**config.mk**
```make
export PLATFORM = sky130hd
export DESIGN_NAME = nrsag_arbiter
export DESIGN_NICKNAME = d
export VERILOG_FILES = /design/src/rtl/nrsag_arbiter.sv
export SDC_FILE = /design/constraint.sdc
export NUM_CORES = 1
export LEC_CHECK = 0
export BUFFER_PORTS_ARGS = -buffer_cell sky130_fd_sc_hd__buf_4
export CAP_MARGIN = 20
export CORE_UTILIZATION = 50
export CTS_CLUSTER_SIZE = 28
export DETAILED_ROUTE_END_ITERATION = 10
export PLACE_DENSITY_LB_ADDON = 0.08
export SYNTH_ARGS = -nofsm -noshare
export SYNTH_HDL_FRONTEND = slang
export SYNTH_SLANG_ARGS = --single-unit
export TNS_END_PERCENT = 30
```
**constraint.sdc**
```tcl
create_clock -name clk -period 11.8 [get_ports clk]
set_input_delay 1.18 -clock clk [delete_from_list [all_inputs] [get_ports clk]]
set_output_delay 1.18 -clock clk [all_outputs]
set_load 0.02 [all_outputs]
```
**src/rtl/nrsag_arbiter.sv**
```systemverilog
`default_nettype none
// ============================================================================
// Module   : nrsag_arbiter
// Brief    : Round-robin arbiter sharing one combinational 8-bit
//            non-reflecting sheep-and-goats core over a 2-stage pipeline.
// Revision : 1.0 - initial release
// ============================================================================
module nrsag_arbiter #(
    parameter int NREQ = 4,
    parameter int IDW  = 2,
    parameter int CNTW = 16
) (
    input  logic              clk,
    input  logic              rst,
    input  logic [NREQ-1:0]   req_valid,
    output logic [NREQ-1:0]   req_ready,
    input  logic [8*NREQ-1:0] req_di,
    input  logic [8*NREQ-1:0] req_ci,
    output logic              rsp_valid,
    input  logic              rsp_ready,
    output logic [7:0]        rsp_do,
    output logic [IDW-1:0]    rsp_id,
    output logic              busy,
    output logic [CNTW-1:0]   op_count
);

    localparam int              c_ptr_w   = $clog2(NREQ);
    localparam int              c_cand_w  = c_ptr_w + 1;
    localparam logic [NREQ-1:0] c_one_hot = {{(NREQ-1){1'b0}}, 1'b1};
    localparam logic [CNTW-1:0] c_cnt_one = {{(CNTW-1){1'b0}}, 1'b1};

    logic [c_ptr_w-1:0]  r_ptr;
    logic                r_s1_valid;
    logic [IDW-1:0]      r_s1_id;
    logic [7:0]          r_s1_di;
    logic [7:0]          r_s1_ci;
    logic                r_rsp_valid;
    logic [7:0]          r_rsp_do;
    logic [IDW-1:0]      r_rsp_id;
    logic [CNTW-1:0]     r_op_count;

    logic                w_s2_adv;
    logic                w_s1_adv;
    logic                w_gnt_found;
    logic [c_ptr_w-1:0]  w_gnt_idx;
    logic [c_cand_w-1:0] w_cand;
    logic                w_hs;
    logic [c_ptr_w-1:0]  w_ptr_next;
    logic [7:0]          w_sag;

    // Non-reflecting SAG: ci=0 bits packed low, ci=1 bits above, both in order.
    function automatic logic [7:0] f_sag(input logic [7:0] di, input logic [7:0] ci);
        logic [7:0] res;
        logic [3:0] pos;
        res = '0;
        pos = '0;
        for (int b = 0; b < 8; b++) begin
            if (!ci[b]) begin
                res[pos[2:0]] = di[b];
                pos           = pos + 4'd1;
            end
        end
        for (int b = 0; b < 8; b++) begin
            if (ci[b]) begin
                res[pos[2:0]] = di[b];
                pos           = pos + 4'd1;
            end
        end
        return res;
    endfunction

    assign w_s2_adv = !r_rsp_valid || rsp_ready;
    assign w_s1_adv = !r_s1_valid || w_s2_adv;

    // Scan from the pointer upward; wrap by compare so non-power-of-2 NREQ works.
    always_comb begin
        w_gnt_found = 1'b0;
        w_gnt_idx   = '0;
        w_cand      = '0;
        for (int k = 0; k < NREQ; k++) begin
            w_cand = {1'b0, r_ptr} + c_cand_w'(k);
            if (w_cand >= c_cand_w'(NREQ)) begin
                w_cand = w_cand - c_cand_w'(NREQ);
            end
            if (!w_gnt_found && req_valid[w_cand[c_ptr_w-1:0]]) begin
                w_gnt_found = 1'b1;
                w_gnt_idx   = w_cand[c_ptr_w-1:0];
            end
        end
    end

    assign w_hs       = w_gnt_found && w_s1_adv && !rst;
    assign req_ready  = w_hs ? (c_one_hot << w_gnt_idx) : '0;
    assign w_ptr_next = (w_gnt_idx == c_ptr_w'(NREQ - 1)) ? '0 : (w_gnt_idx + c_ptr_w'(1));
    assign w_sag      = f_sag(r_s1_di, r_s1_ci);

    always_ff @(posedge clk) begin
        if (rst) begin
            r_ptr       <= '0;
            r_s1_valid  <= 1'b0;
            r_s1_id     <= '0;
            r_s1_di     <= '0;
            r_s1_ci     <= '0;
            r_rsp_valid <= 1'b0;
            r_rsp_do    <= '0;
            r_rsp_id    <= '0;
            r_op_count  <= '0;
        end else begin
            if (r_rsp_valid && rsp_ready) begin
                r_op_count <= r_op_count + c_cnt_one;
            end
            // Bubbles advance valid only; payload keeps its last value.
            if (w_s2_adv) begin
                r_rsp_valid <= r_s1_valid;
                if (r_s1_valid) begin
                    r_rsp_do <= w_sag;
                    r_rsp_id <= r_s1_id;
                end
            end
            if (w_s1_adv) begin
                r_s1_valid <= w_hs;
                if (w_hs) begin
                    r_s1_id <= IDW'(w_gnt_idx);
                    r_s1_di <= req_di[8*w_gnt_idx +: 8];
                    r_s1_ci <= req_ci[8*w_gnt_idx +: 8];
                    r_ptr   <= w_ptr_next;
                end
            end
        end
    end

    assign rsp_valid = r_rsp_valid;
    assign rsp_do    = r_rsp_do;
    assign rsp_id    = r_rsp_id;
    assign op_count  = r_op_count;
    assign busy      = (r_s1_valid || r_rsp_valid) && !rst;

endmodule
`default_nettype wire

```
==> flow_summary_export.csv <==
group,metric,value,unit
critical_path,rr_worst_depth,49,
clock_network,cts_max_path_buffers,2,
floorplan,start_util,51.9,%
global_routing,grt_pass1_wl,31400,µm
floorplan,rows,39,
synthesis,yosysSeqAreaShare,16.1,%
synthesis,yosysUniqueCellTypes,89,
synthesis,synth-edff-count,0,
critical_path,critPathMaxFanout,10,
clock_network,clock_sinks,48,
cells_and_area,nNetsFinal,1016,
worst_hold_path,hp-class,"flip-flop to flip-flop",
floorplan,dieWidth,111,µm
drt,ant_nets,0,
clock_network,cts-htree-levels,2,
critical_path,critPathSlowestCell,"ha_1",
critical_path,r2r-end,"rsp_do[7]",
critical_path,r2r_start,"r_s1_ci[0]",
cells_and_area,syn_to_final_growth,16.8,%
critical_path,required,12.01,ns
clock_network,cts_made_buffers,5,
synthesis,ys_top_cells_by_area,"dfxtp_1, nand2_1, nor2_1",
timing,fmax,92.3,MHz
synthesis,ys_ff_latch,48,
timing,timing.final.crit_share,91.8,%
drt,vias_per_cell,6.42,
clock_network,clkTransAtPathRegs,0.07,ns
cells_and_area,drive_gt1_share,17.2,%
timing,clock_skew,0.00772,ns
critical_path,slowest_delay,0.39,ns
cells_and_area,final_util,60.6,%
placed_design,place_congestion,1.06,
status,status,"completed",
critical_path,critPathCaptureType,"flip-flop",
synthesis,syn_inst,858,
floorplan,core-area,0.0115,mm²
timing,max_slew.worst_pin.slew,0.887,ns
synthesis,yosys_warnings,0,
drt,wirelength,19100,µm
cells_and_area,fillers,1080,
clock_network,cts_resized,0,
synthesis,syn_area_per_cell,6.96,µm²
worst_hold_path,whs_path_depth,2,
critical_path,crit_start,"r_s1_ci[0]",
clock_network,cts_setup_buffers,0,
clock_network,clock_latency,0.29,ns
synthesis,synth_common_cells,"nand2_1, nor2_1, clkbuf_1, dfxtp_1, o21ai_0",
critical_path,r2r_slack,0.97,ns
timing,hold_viol,0,
timing,rsz0062_at_grt,"false",
critical_path,arrival,11.05,ns
timing,finalSetupTns,0,ns
synthesis,synth_area_leader_cell,"dfxtp_1",
global_routing,overflow,0,
timing,hold_slack,0.466,ns
drt,drtIter0Drc,801,
timing,maxSlewViolCount,0,
clock_network,cts_tree,"built",
clock_network,cts_hold_buf,0,
timing,period_needed,10.83,ns
drt,via_count,6853,
critical_path,start_kind,"flip-flop",
critical_path,crit_type,"flip-flop to flip-flop",
global_routing,grtUsageTotal,31.0,%
synthesis,synth.most_common_cell,"nand2_1",
floorplan,die_h,111,µm
synthesis,synth_top_area_share,16.1,%
drt,drc,0,
flow_run,cap_violations,0,
synthesis,synth-async-reset-ratio,0,%
cells_and_area,diodes,0,
clock_network,root_buffer,"clkbuf_16",
floorplan,die_area,0.0124,mm²
global_routing,grt_pass1_vias,6337,
placed_design,hpwl,14900,µm
placed_design,port_buffers,102,
drt,wl_per_cell,17.9,µm
synthesis,synth_flop_cell,"dfxtp_1",
critical_path,crit_path_frequent_cell,"ha_1",
synthesis,synth_nets,951,
floorplan,pin_count,103,
global_routing,antenna_found_initial,0,
global_routing,grt_max_degree,52,
worst_hold_path,hold_start,"r_s1_id[1]",
worst_hold_path,whs_endpoint,"rsp_id[1]",
timing,finalSetupViolCount,0,
synthesis,syn_area,0.00597,mm²
timing,max_slew_margin,39.9,%
drt,first_pass_iters,6,
[worst max path at each step]
stage	endpoint	depth (start not counted)	slack, ns
after global placement	rsp_do[7]	49	1.49
after detailed placement	rsp_do[7]	49	0.85
after global routing	rsp_do[7]	49	0.06
after floorplan	rsp_do[7]	51	1.50
after CTS	rsp_do[7]	49	0.78
final	rsp_do[7]	49	0.97
[flip-flops by register name (all words and copies together), names as in the netlist]
signal / count
r_ptr: 2
rsp_do: 8
rsp_id: 2
r_s1_valid: 1
r_s1_di: 8
r_s1_ci: 8
r_s1_id: 2
op_count: 16
rsp_valid: 1
[critical path, delay by kind of cell, from the launching register on]
| family | cells | cell delay, ns |
|---|---|---|
| XOR/XNOR | 1 | 0.25 |
| AND/OR/NAND/NOR | 19 | 3.15 |
| buffers and inverters | 3 | 0.54 |
| AO/OA/AOI/OAI | 12 | 2.13 |
| flip-flops | 1 | 0.33 |
| adder cells (fa/ha/maj) | 13 | 4.07 |
| multiplexers | 1 | 0.26 |
[layout make-up]
cell class	count	area, µm²	share of cell area [%]
Tap cell	143	179	2.56
Multi-Input combinational cell	725	4690	67.2
Inverter	29	116	1.67
Timing Repair Buffer	114	856	12.3
Clock buffer	6	139	1.99
Sequential cell	48	962	13.8
Clock inverter	2	38.8	0.556
[through the flow]
step	setup WS (ns)	cell area, µm²	cells
after floorplan	1.50	5970	858
after global placement	1.49	6800	1059
after detailed placement	0.845	6800	1059
after CTS	0.784	6980	1067
after global routing	0.0557	6980	1067
final	0.966	6980	1067
[cell families (layout without fill, tap and decap cells)]
group / Yosys count / after routing / share of synthesized area, %
buffers and inverters: 85 / 151 / 5.65
AO/OA/AOI/OAI: 220 / 220 / 25.7
multiplexers: 8 / 8 / 1.38
XOR/XNOR: 54 / 54 / 12.3
AND/OR/NAND/NOR: 421 / 421 / 34.1
flip-flops: 48 / 48 / 16.1
adder cells (fa/ha/maj): 22 / 22 / 4.73
[layout by cell type (no fill, tap or decap), types with 13 or more instances in the layout]
master	count
nor2_1	90
and3_1	13
xnor2_1	21
nor2b_1	21
nand3_1	41
nand2_1	143
o21ai_0	46
ha_1	21
a21oi_1	33
nor3_1	31
xor2_1	17
dfxtp_1	47
nand3b_1	19
inv_1	24
a211oi_1	13
o22ai_1	15
buf_4	114
nand2b_1	14
[per-layer routing]
layer / GRT usage, % / wire (µm)
met2: 48.2 / 8370
met3: 4.92 / 1650
met5: 0 / 0
met4: 13.6 / 707
met1: 42.3 / 8350
Power is left out: the tool's default activity adds up to more than one toggle a clock period on the data nets, which glitch-free logic cannot reach.
